### config.mk
export PLATFORM = sky130hd
export DESIGN_NAME = seg7_scan
export DESIGN_NICKNAME = d
export VERILOG_FILES = /design/src/rtl/seg7_scan.sv
export SDC_FILE = /design/constraint.sdc
export NUM_CORES = 1
export LEC_CHECK = 0
export BUFFER_PORTS_ARGS = -buffer_cell sky130_fd_sc_hd__buf_2
export CORE_MARGIN = 2
export CORE_UTILIZATION = 45
export DETAILED_ROUTE_END_ITERATION = 10
export GPL_ROUTABILITY_DRIVEN = 0
export PLACE_DENSITY = 0.65
export SLEW_MARGIN = 20
export SYNTH_ARGS = -nofsm -noshare
export SYNTH_HDL_FRONTEND = slang
export SYNTH_SLANG_ARGS = --single-unit
### constraint.sdc
create_clock -name i_clk -period 5.9 [get_ports i_clk]
set_input_delay 0.295 -clock i_clk [delete_from_list [all_inputs] [get_ports i_clk]]
set_output_delay 0.295 -clock i_clk [all_outputs]
set_load 0.01 [all_outputs]
### src/rtl/seg7_scan.sv
// ---------------------------------------------------------------------------
// seg7_scan
//
// Multiplexed 4-digit 7-segment scan driver. Four BCD digits plus per-digit
// decimal points are captured into a pending buffer on i_load and copied into
// the active buffer only at a frame boundary, so a scan never shows a mix of
// old and new digits. Each digit is lit for WAIT cycles, followed by GAP
// all-off cycles to suppress ghosting between digits.
//
// Optional feature macro: SEG7_LZ_BLANK_EN
//   defined   -> leading-zero blanking on digits 3..1 (digit 0 never blanks)
//   undefined -> every digit is decoded normally
//
// Parameters:
//   WAIT  clock cycles each digit is lit (>= 1)
//   GAP   all-off cycles after each digit (0 = no gap)
//   BITS  dwell/gap counter width, must hold max(WAIT, GAP) - 1
//
// Ports:
//   i_clk     system clock
//   i_rst     asynchronous active-low reset
//   i_digits  BCD digits, [3:0] = digit 0 (rightmost) .. [15:12] = digit 3
//   i_dp      decimal point per digit, 1 = lit
//   i_load    single-cycle strobe capturing i_digits/i_dp into pending
//   o_seg     active-low segments {dp,g,f,e,d,c,b,a}
//   o_dig     active-low one-hot digit strobe, bit k = digit k
//   o_frame   one-cycle pulse after digit 3's dwell ends
// ---------------------------------------------------------------------------
module seg7_scan #(
   parameter int WAIT = 10000,
   parameter int GAP  = 100,
   parameter int BITS = 14
) (
   input  logic        i_clk,
   input  logic        i_rst,
   input  logic [15:0] i_digits,
   input  logic [3:0]  i_dp,
   input  logic        i_load,
   output logic [7:0]  o_seg,
   output logic [3:0]  o_dig,
   output logic        o_frame
);

   typedef enum logic {
      ST_SHOW = 1'b0,
      ST_GAP  = 1'b1
   } state_t;

   // Terminal counts for the dwell and gap phases. GAP_LAST is unused when
   // GAP = 0 because the SHOW phase then advances the digit directly.
   localparam logic [BITS-1:0] WAIT_LAST = BITS'(WAIT - 1);
   localparam logic [BITS-1:0] GAP_LAST  = (GAP > 0) ? BITS'(GAP - 1) : '0;

   state_t          state;
   state_t          state_nx;
   logic [1:0]      idx;
   logic [1:0]      idx_nx;
   logic [BITS-1:0] cnt;
   logic [BITS-1:0] cnt_nx;
   logic            frame_start;

   // {dp[3:0], digits[15:0]}
   logic [19:0]     pending;
   logic [19:0]     active;

   logic [3:0]      blank;
   logic [3:0]      cur_digit;
   logic            cur_dp;
   logic [6:0]      cur_seg7;
   logic [7:0]      seg_nx;
   logic [3:0]      dig_nx;
   logic            frame_nx;

   // Active-low {g,f,e,d,c,b,a}; non-BCD codes show a dash.
   function automatic logic [6:0] decode(input logic [3:0] d);
      logic [6:0] s;
      case (d)
         4'd0:    s = 7'h40;
         4'd1:    s = 7'h79;
         4'd2:    s = 7'h24;
         4'd3:    s = 7'h30;
         4'd4:    s = 7'h19;
         4'd5:    s = 7'h12;
         4'd6:    s = 7'h02;
         4'd7:    s = 7'h78;
         4'd8:    s = 7'h00;
         4'd9:    s = 7'h10;
         default: s = 7'h3F;
      endcase
      return s;
   endfunction

   // Next-state logic for the dwell/gap sequencer. frame_start flags the
   // edge on which the sequencer re-enters SHOW for digit 0, which is where
   // the active buffer is refreshed from pending.
   always_comb begin
      state_nx    = state;
      idx_nx      = idx;
      cnt_nx      = cnt + BITS'(1);
      frame_start = 1'b0;
      case (state)
         ST_SHOW: begin
            if (cnt == WAIT_LAST) begin
               cnt_nx = '0;
               if (GAP == 0) begin
                  idx_nx      = idx + 2'd1;
                  state_nx    = ST_SHOW;
                  frame_start = (idx == 2'd3);
               end else begin
                  state_nx = ST_GAP;
               end
            end
         end
         ST_GAP: begin
            if (cnt == GAP_LAST) begin
               cnt_nx      = '0;
               idx_nx      = idx + 2'd1;
               state_nx    = ST_SHOW;
               frame_start = (idx == 2'd3);
            end
         end
         default: begin
            state_nx = ST_SHOW;
            cnt_nx   = '0;
         end
      endcase
   end

   always_ff @(posedge i_clk or negedge i_rst) begin
      if (!i_rst) begin
         state <= ST_SHOW;
         idx   <= 2'd0;
         cnt   <= '0;
      end else begin
         state <= state_nx;
         idx   <= idx_nx;
         cnt   <= cnt_nx;
      end
   end

   // Double buffer. On a cycle with both a load and a frame boundary the
   // active buffer takes the old pending value (non-blocking read), so the
   // new value waits a full frame. After reset both buffers are zero, which
   // already matches the "first SHOW loads pending" behaviour.
   always_ff @(posedge i_clk or negedge i_rst) begin
      if (!i_rst) begin
         pending <= '0;
         active  <= '0;
      end else begin
         if (i_load) begin
            pending <= {i_dp, i_digits};
         end
         if (frame_start) begin
            active <= pending;
         end
      end
   end

   // Leading-zero blanking: a digit blanks only if it and every higher digit
   // are zero, hence the chain from digit 3 downward.
`ifdef SEG7_LZ_BLANK_EN
   always_comb begin
      blank    = 4'b0000;
      blank[3] = (active[15:12] == 4'd0);
      blank[2] = blank[3] && (active[11:8] == 4'd0);
      blank[1] = blank[2] && (active[7:4] == 4'd0);
   end
`else
   assign blank = 4'b0000;
`endif

   // Output value for the current sequencer state; registered below so the
   // pins are glitch-free and reflect the previous cycle's state.
   always_comb begin
      cur_digit = active[{idx, 2'b00} +: 4];
      cur_dp    = active[16 + {3'd0, idx}];
      cur_seg7  = blank[idx] ? 7'h7F : decode(cur_digit);
      seg_nx    = 8'hFF;
      dig_nx    = 4'hF;
      frame_nx  = 1'b0;
      if (state == ST_SHOW) begin
         seg_nx   = {~cur_dp, cur_seg7};
         dig_nx   = ~(4'b0001 << idx);
         frame_nx = (idx == 2'd3) && (cnt == WAIT_LAST);
      end
   end

   always_ff @(posedge i_clk or negedge i_rst) begin
      if (!i_rst) begin
         o_seg   <= 8'hFF;
         o_dig   <= 4'hF;
         o_frame <= 1'b0;
      end else begin
         o_seg   <= seg_nx;
         o_dig   <= dig_nx;
         o_frame <= frame_nx;
      end
   end

endmodule

==> results.cfg, run 1 <==
[timing]
skew_ns = 0.0145
hold_ws_ns = 0.132
grt_setup_unrepaired = no
setup_viol = 0
period_needed_ns = 2.55
relSlewSlack = 0.432
setup_tns_ns = 0
slew_viol_final = 0
finalCritPeriodShare = 0.433
max_freq_mhz = 391
worst_slew_pin_slew_ns = 0.852
finalHoldViolations = 0

[critical_path]
startpoint_type = register
cp_cell_sequence = ha_1 -> or4b_4 -> nor4_4 -> nand3_2 -> mux2_4
cp.required_ns = 6.12
crit_type = reg2reg
slowest_delay_ns = 0.61
cpLargestDelayFamily = simple AND/OR/NAND/NOR gates
slowest_stage = nand3_2
cp_data_arrival_time_ns = 2.78
critPathMaxFanout = 20
endpoint_kind = register
cp_num_buf_inv = 0

[pwr]
leakagePower_nw = 1.70
ir_drop_mv = 0.137
p_per_area_mw_per_mm2 = 263

[logic_synthesis]
seq_area_frac_synth = 0.557
ys_seq_elements = 70
yosysWarnings = 0
syn-num-nets = 261
netlist_instances = 227
synth_cell_types = 37
syn_area_sq_mm = 0.00317
syn_area_per_cell_sq_um = 14.0

[cts]
cts_root_buffer = clkbuf_8
cts_tree = yes
cts_max_path_buffers = 2
clk_pin_slew_ns = 0.07
ctsResizeCount = 0
cts.sinks = 70
postCtsHoldBufs = 0
clock_latency_ns = 0.35
ctsHtreeMaxLevel = 3
cts_buffers = 9
postCtsSetupRepairBufs = 0

[global_routing]
grt_pass1_vias = 1792
grt_overflow = 0
grt_max_degree = 71
grt_use_total = 0.151
grt_pass1_wl_um = 8670
antenna_found_initial = 0

[finish]
final_common_cell = dfrtp_1
final_cell_mix = dfrtp_1 (58), buf_2 (35), mux2_2 (20), mux2_4 (20), nor2_1 (14)
diodes = 0
area_growth_pct = 14.8
final_nets = 299
multiInputGateArea_sq_mm = 0.00133
seqCellArea_sq_mm = 0.00177
fillCellCount = 595
drive_above_1_share = 0.426

[routing]
drtIter0Drc = 86
drtAntennaViolNets = 0
drt_first_pass_iters = 4
via_per_inst = 4.89
wire_per_inst_um = 13.7
drcViolationCount = 0
drt-total-wl_um = 5020
vias = 1791

[floorplan]
core_area_sq_mm = 0.00679
die_area_sq_mm = 0.00774
start_util = 0.467
die-width_um = 88.0
boundaryPins = 36
chipHeight_um = 88.0
rows = 30

[worst_hold_path]
hp-class = in2async

[flow_run]
maxCapViolations = 0

[place]
io_buffers = 35
dpl.hpwl_um = 3360

[run_status]
status = complete, no violations
[cell type report]
type,instances,share of cell area
clock buffer,12,0.0399
tap,96,0.0330
multi-input combinational,141,0.365
inverter,7,0.00722
clock inverter,4,0.0199
sequential,70,0.485
timing repair buffer,36,0.0502
[sequential cells by signal (all words and copies together) (netlist names)]
name	flops
o_frame	1
active	20
o_dig	4
state	1
cnt	14
idx	2
pending	20
o_seg	8
[cells by family after synthesis]
group / Yosys count / share of synthesized area
AO/OA/AOI/OAI: 15 / 0.0268
multiplexers: 47 / 0.208
XOR/XNOR: 12 / 0.0331
flip-flops: 70 / 0.557
buffers and inverters: 16 / 0.0245
AND/OR/NAND/NOR: 56 / 0.107
adder cells (fa/ha/maj): 11 / 0.0434
[worst reg2reg max path, delay by kind of cell (launching register included)]
kind          cells  cell delay [ns]
simple gates      3             1.32
fa+ha+maj         1             0.18
flops             1             0.41
mux               1             0.53
[cells in the mapped netlist]
cell      instances  area [sq um]
nand3_2           1          10.0
nor2b_1           1          6.26
mux2i_1           1          10.0
a21oi_1           5          25.0
mux2_4           20           300
buf_2             2          10.0
and3_1            3          18.8
or4bb_1           1          11.3
nand3_1           5          25.0
nor4_4            2          42.5
nor3b_1           1          7.51
dfstp_2          12           315
nor4_1            3          18.8
and4_2            1          10.0
clkbuf_1          5          18.8
o21a_2            1          8.76
nand4b_1          1          8.76
nor2_1           14          52.6
nand2b_1          7          43.8
xnor2_1           5          43.8
nor3_1            1          5.00
mux4_2            5           113
nand4_1           4          25.0
dfrtp_1          58          1450
mux2_2           20           225
mux2_1            1          11.3
nand2_1           9          33.8
buf_6             2          22.5
and3_2            1          7.51
a31o_2            1          8.76
inv_1             7          26.3
o21ai_1           3          15.0
o21ai_0           4          20.0
ha_1             11           138
or4b_4            1          13.8
o21a_1            1          7.51
xor2_1            7          61.3
[per-stage QoR]
stage / worst slack [ns] / instance area (sq um) / utilization / total power, mW / cells
finish: 3.35 / 3640 / 0.536 / 0.958 / 366
detailed placement: 3.32 / 3420 / 0.504 / 0.546 / 350
global route: 3.19 / 3640 / 0.536 / 0.997 / 366
floorplan: 3.97 / 3170 / - / 0.524 / 227
CTS: 3.33 / 3640 / 0.536 / 0.968 / 366
global placement: 3.40 / 3420 / 0.504 / 0.544 / 350
[routing by layer]
metal	track usage	vias up	share of wire
met1	0.209	875	0.49
li1	-	866	-
met3	0.0500	11	0.041
met4	0.0755	0	0.023
met5	0	-	0
met2	0.213	39	0.45
[power breakdown]
part	leakage [nW]	internal [mW]	switching (mW)	total, mW
sequential	0.875	0.494	0.00732	0.501
combinational	0.721	0.0180	0.0161	0.0341
clock	0.107	0.249	0.174	0.423
[worst paths after layout]
kind | cells past startpoint | to | start | slack, ns
setup / recovery | 5 | active[16]$_DFFE_PN0P_ | cnt[0]$_DFF_PN0_ | 3.35
hold / removal | 2 | active[19]$_DFFE_PN0P_ | i_rst | 0.13
setup reg to reg | 5 | active[16]$_DFFE_PN0P_ | cnt[0]$_DFF_PN0_ | 3.35
hold reg to reg | 1 | active[19]$_DFFE_PN0P_ | pending[19]$_DFFE_PN0P_ | 0.50
max in group asynchronous | 2 | cnt[6]$_DFF_PN0_ | i_rst | 5.20
min in group i_clk | 2 | pending[14]$_DFFE_PN0P_ | i_digits[14] | 0.17
Power figures use the tool's default switching activity.
==> inputs of run 2 (changes only) <==
- clock period: 5.9 -> 2.5 ns (I/O delays scaled with it)
==> run 2 against run 1 <==
  * Sequential power up 140%
  * Global-route usage up 0.61 points
  * Sequential share of layout area down 2.5 points
  * Clock-buffer cell count down 1
  * Fmax up 21%
  * Die area unchanged
  * Largest cell class unchanged
==> results.cfg, run 2 (synthesis gave the netlist of run 1 again) <==
[timing]
finalCritPeriodShare = 0.848
max_freq_mhz = 472
skew_ns = 0.0108
setup_viol = 0
relSlewSlack = 0.678
worst_slew_pin_slew_ns = 0.483
grt_setup_unrepaired = no
period_needed_ns = 2.12
finalHoldViolations = 0
setup_tns_ns = 0
slew_viol_final = 0

[global_routing]
use_met3 = 0.0452
grt_pass1_wl_um = 9000
grt_max_degree = 30
grt-busiest-layer = met2
global_route.usage.met2 = 0.230
grt_use_total = 0.157
met1_usage = 0.217
grt_pass1_vias = 1836
grt_overflow = 0
antenna_found_initial = 0

[cts]
cts_max_path_buffers = 2
postCtsSetupRepairBufs = 0
clk_pin_slew_ns = 0.07
clock_latency_ns = 0.34
cts_root_buffer = clkbuf_8
cts.sinks = 70
ctsHtreeMaxLevel = 3
cts_buffers = 9
postCtsHoldBufs = 13
cts_tree = yes
ctsResizeCount = 0

[floorplan]
die_area_sq_mm = 0.00774
start_util = 0.467
core_area_sq_mm = 0.00679
boundaryPins = 36
die-width_um = 88.0
chipHeight_um = 88.0
rows = 30

[pwr]
ir_drop_mv = 0.400
combPwrFrac = 0.041
p_int_mw = 1.94
leakagePower_nw = 1.79
switchingPower_mw = 0.478
power.total_mw = 2.42
switching_share = 0.198
p_per_area_mw_per_mm2 = 630
power_frac_seq = 0.489
clkPwrFrac = 0.470

[finish]
final_cell_mix = dfrtp_1 (58), buf_2 (35), mux2_2 (20), mux2_4 (20)
fillCellCount = 573
area_growth_pct = 20.9
largestRegisters = active (20), pending (20), cnt (14)
fin_util = 0.564
drive_above_1_share = 0.416
final_nets = 315
final_common_cell = dfrtp_1
diodes = 0

[worst_hold_path]
hold_end = pending[3]$_DFFE_PN0P_
min_from = i_digits[3]
hp-class = in2reg
whs_path_depth = 2

[critical_path]
crit_type = reg2reg
reg2reg_depth = 6
reg2reg_from = cnt[0]$_DFF_PN0_
cp_data_arrival_time_ns = 2.34
critPathMaxFanout = 20
reg2reg_slack_ns = 0.38
rr_endpoint = active[19]$_DFFE_PN0P_
startpoint_type = register
cp.required_ns = 2.72
endpoint_kind = register

[routing]
drt-total-wl_um = 5300
drcViolationCount = 0
wire_per_inst_um = 13.9
drtIter0Drc = 95
vias = 1848
drtAntennaViolNets = 0
via_per_inst = 4.84
drt_first_pass_iters = 4

[flow_run]
maxCapViolations = 0

[place]
dpl.hpwl_um = 3600
io_buffers = 35

[run_status]
status = complete, no violations
run 2: changes by cell type in the layout (fill, tap and decap cells not counted), sizes merged:
cell and delta:
dlygate4sd3 +14, buf +2, bufinv +1, clkbuf -1, clkinv -1, clkinvlp +1
run 2: area by class of cell:
cell class | count | area [sq um] | area share
Timing Repair Buffer | 52 | 338 | 0.0881
Clock inverter | 5 | 105 | 0.0274
Tap cell | 96 | 120 | 0.0313
Sequential cell | 70 | 1770 | 0.461
Inverter | 7 | 26.3 | 0.00685
Clock buffer | 11 | 151 | 0.0395
Multi-Input combinational cell | 141 | 1330 | 0.346
run 2: worst max path at each step:
stage	startpoint	slack (ns)	to	depth (start not counted)
floorplan	cnt[0]$_DFF_PN0_	0.57	active[0]$_DFFE_PN0P_	6
global placement	cnt[0]$_DFF_PN0_	0.44	active[10]$_DFFE_PN0P_	6
detailed placement	cnt[0]$_DFF_PN0_	0.39	active[2]$_DFFE_PN0P_	6
CTS	cnt[0]$_DFF_PN0_	0.36	active[19]$_DFFE_PN0P_	6
global route	cnt[0]$_DFF_PN0_	0.25	active[19]$_DFFE_PN0P_	6
finish	cnt[0]$_DFF_PN0_	0.38	active[19]$_DFFE_PN0P_	6
run 2: routing by layer:
metal | vias to the layer above | share of wire
li1 | 899 | -
met1 | 900 | 0.48
met2 | 45 | 0.47
met3 | 4 | 0.039
met4 | 0 | 0.0081
met5 | - | 0
run 2: critical path, stage by stage, from the launching register on:
cell	delay, ns
dfrtp_1	0.41
ha_1	0.18
or4b_4	0.47
nor4_4	0.24
nand3_2	0.10
buf_4	0.26
mux2_4	0.33
run 2: power groups by stage:
stage          Clock [mW]  Combinational [mW]  Sequential (mW)
3_5_place_dp            0              0.0851             1.21
2_1_floorplan           0              0.0398             1.20
4_1_cts              1.17               0.101             1.18
3_3_place_gp            0              0.0826             1.20
6_report             1.14              0.0990             1.18
5_1_grt              1.22               0.111             1.19
run 2: stage by stage:
step | instance area [sq um] | hold slack (ns) | worst slack, ns | instances
final | 3830 | 0.0152 | 0.381 | 382
after floorplan | 3170 | -0.171 | 0.572 | 227
after global placement | 3440 | 0.0860 | 0.436 | 352
after global routing | 3830 | 0.000918 | 0.246 | 382
after CTS | 3820 | 0.000443 | 0.358 | 381
after detailed placement | 3440 | 0.0917 | 0.387 | 352
==> inputs of run 3 (changes only) <==
- ABC_AREA: default -> 1
- clock period: 2.5 -> 1.96 ns (I/O delays scaled with it)
==> run 3 against run 2 <==
  * First-iteration DRC count grew 21%
  * Hold slack gained 0.24 ns
  * Fmax grew 20%
  * Sequential power grew 26%
  * Sequential share of layout area shrank 1.9 points
  * Synthesized cell count grew 54%
  * Clock skew shrank 0.0021 ns
  * Sequential cell count is the same
  * Register-to-register slack lost 0.18 ns
  * Final cell count grew 35%
  * Critical endpoint is now o_seg[5]$_DFF_PN1_
  * Highest routed layer unchanged
==> results.cfg, run 3 <==
[run_status]
status = complete, no violations

[finish]
final_cell_mix = nand2_1 (73), dfrtp_1 (57), inv_1 (35), buf_2 (35), nand3_1 (25)
area_growth_pct = 20.2
largestRegisters = active (20), pending (20), cnt (14)
final_common_cell = nand2_1
final_nets = 444
final-instance-count-excl-fill = 514
diodes = 0
drive_above_1_share = 0.306

[place]
dpl.hpwl_um = 4170
io_buffers = 35
dpl.cell_count = 477

[worst_hold_path]
hp-class = in2async

[timing]
slew_viol_final = 0
setup_tns_ns = 0
skew_ns = 0.00866
relSlewSlack = 0.645
period_needed_ns = 1.76
grt_setup_unrepaired = no
worst_slew_pin_slew_ns = 0.532
finalHoldViolations = 0
max_freq_mhz = 567
hold_ws_ns = 0.253
setup_viol = 0
finalCritPeriodShare = 0.900

[flow_run]
maxCapViolations = 0

[logic_synthesis]
ys_top_cells_by_area = dfrtp_1 (44%), dfstp_2 (9.5%), nand2_1 (8.2%), o21ai_2 (5.3%), ha_1 (4.1%)
netlist_instances = 350
synth_common_cells = nand2_1 (73), dfrtp_1 (58), inv_1 (35), nand3_1 (25)
synth_top_area_frac = 0.435
yosysWarnings = 0
synth_cell_types = 29
synth_top_area_cell = dfrtp_1
yosysMostFrequentCell = nand2_1
synth_async_sr_flop_share = 1.00
syn_area_sq_mm = 0.00333
synth_top_family_by_area = simple AND/OR/NAND/NOR gates
syn_area_per_cell_sq_um = 9.53
synth_edf_count = 0
yosys.area_share.simple = 0.239
synth_fa_ha_area_frac = 0.0413
ys_seq_elements = 70
seq_area_frac_synth = 0.530
synthMuxAreaShare = 0
synth-xor-area-share = 0.0289
synth_ff_type = dfrtp_1
syn-num-nets = 384
synth-compound-area-share = 0.0953

[floorplan]
die-width_um = 90.1
die_area_sq_mm = 0.00811
start_util = 0.462
core_area_sq_mm = 0.00721
boundaryPins = 36
chipHeight_um = 90.1
rows = 31

[cts]
ctsHtreeMaxLevel = 3
cts_buffers = 9
cts_tree = yes
cts_max_path_buffers = 2
cts.sinks = 70
clk_pin_slew_ns = 0.07
cts_root_buffer = clkbuf_8
clock_latency_ns = 0.34

[critical_path]
crit_type = reg2reg
endpoint_kind = register
startpoint_type = register
critPathMaxFanout = 9
cp_data_arrival_time_ns = 2.02
reg2reg_depth = 8
cp.required_ns = 2.21

[global_routing]
grt_max_degree = 41
grt_pass1_vias = 2406
antenna_found_initial = 0
grt_use_total = 0.162
grt_pass1_wl_um = 10700
grt_overflow = 0

[routing]
via_per_inst = 4.67
drtAntennaViolNets = 0
wire_per_inst_um = 11.8
drtIter0Drc = 115
drt_first_pass_iters = 4
vias = 2398
drcViolationCount = 0
drt-total-wl_um = 6050

[pwr]
leakagePower_nw = 1.93
ir_drop_mv = 0.457
p_per_area_mw_per_mm2 = 699
[run 3: cell families after synthesis]
kind of cell,count (synthesis)
AOI/OAI and AO/OA,48
xor gates and xnor gates,11
adders and majority gates,11
buffers and inverters,47
DFF,70
and+or+nand+nor,163
[run 3: per-stage QoR]
step,instance area (sq um),worst slack [ns],power [mW],util
CTS,4010,0.146,2.84,0.555
global route,4010,0.0481,2.93,0.555
floorplan,3330,0.471,1.57,-
global placement,3590,0.299,1.63,0.498
detailed placement,3590,0.164,1.64,0.498
finish,4010,0.196,2.80,0.555
[run 3: cell type report]
type / count / area, sq um
inverter: 36 / 135
tap: 99 / 124
multi-input combinational: 233 / 1350
clock buffer: 13 / 159
clock inverter: 3 / 42.5
fill: 678 / 3210
timing repair buffer: 60 / 428
sequential: 70 / 1770
[run 3: path summary, 6_finish.rpt]
kind                                           end             startpoint  slack [ns]
setup / recovery                o_seg[5]$_DFF_PN1_     idx[1]$_DFFE_PN0P_        0.20
hold / removal                   cnt[10]$_DFF_PN0_                  i_rst        0.25
setup reg to reg                o_seg[5]$_DFF_PN1_     idx[1]$_DFFE_PN0P_        0.20
hold reg to reg              active[3]$_DFFE_PN0P_  active[3]$_DFFE_PN0P_        0.49
max in group asynchronous       idx[0]$_DFFE_PN0P_                  i_rst        0.94
min in group i_clk         pending[12]$_DFFE_PN0P_                 i_load        0.25
[run 3: worst max-delay path, cell delays in order (launching register included)]
cell and delay (ns):
dfrtp_1 0.47, inv_1 0.24, nand3_1 0.11, nand2_1 0.18
inv_1 0.11, ha_1 0.21, nand3b_1 0.18, nand3_1 0.11
nand3_1 0.07
[run 3: repair_timing]
item                       CTS  global route
setup endpoints to repair    0             2
hold buffers                21             0
setup buffers                0             0
hold endpoints to repair    40             0
resized for setup            0             1
[run 3: layer usage]
layer | GRT usage | share of wire
met1 | 0.214 | 0.48
met2 | 0.256 | 0.47
met3 | 0.0377 | 0.037
met4 | 0.0705 | 0.017
met5 | 0 | 0
[run 3: where the power goes]
| group | switching [mW] | internal [mW] |
|---|---|---|
| registers | 0.00906 | 1.48 |
| clock network | 0.507 | 0.656 |
| logic | 0.0854 | 0.0617 |
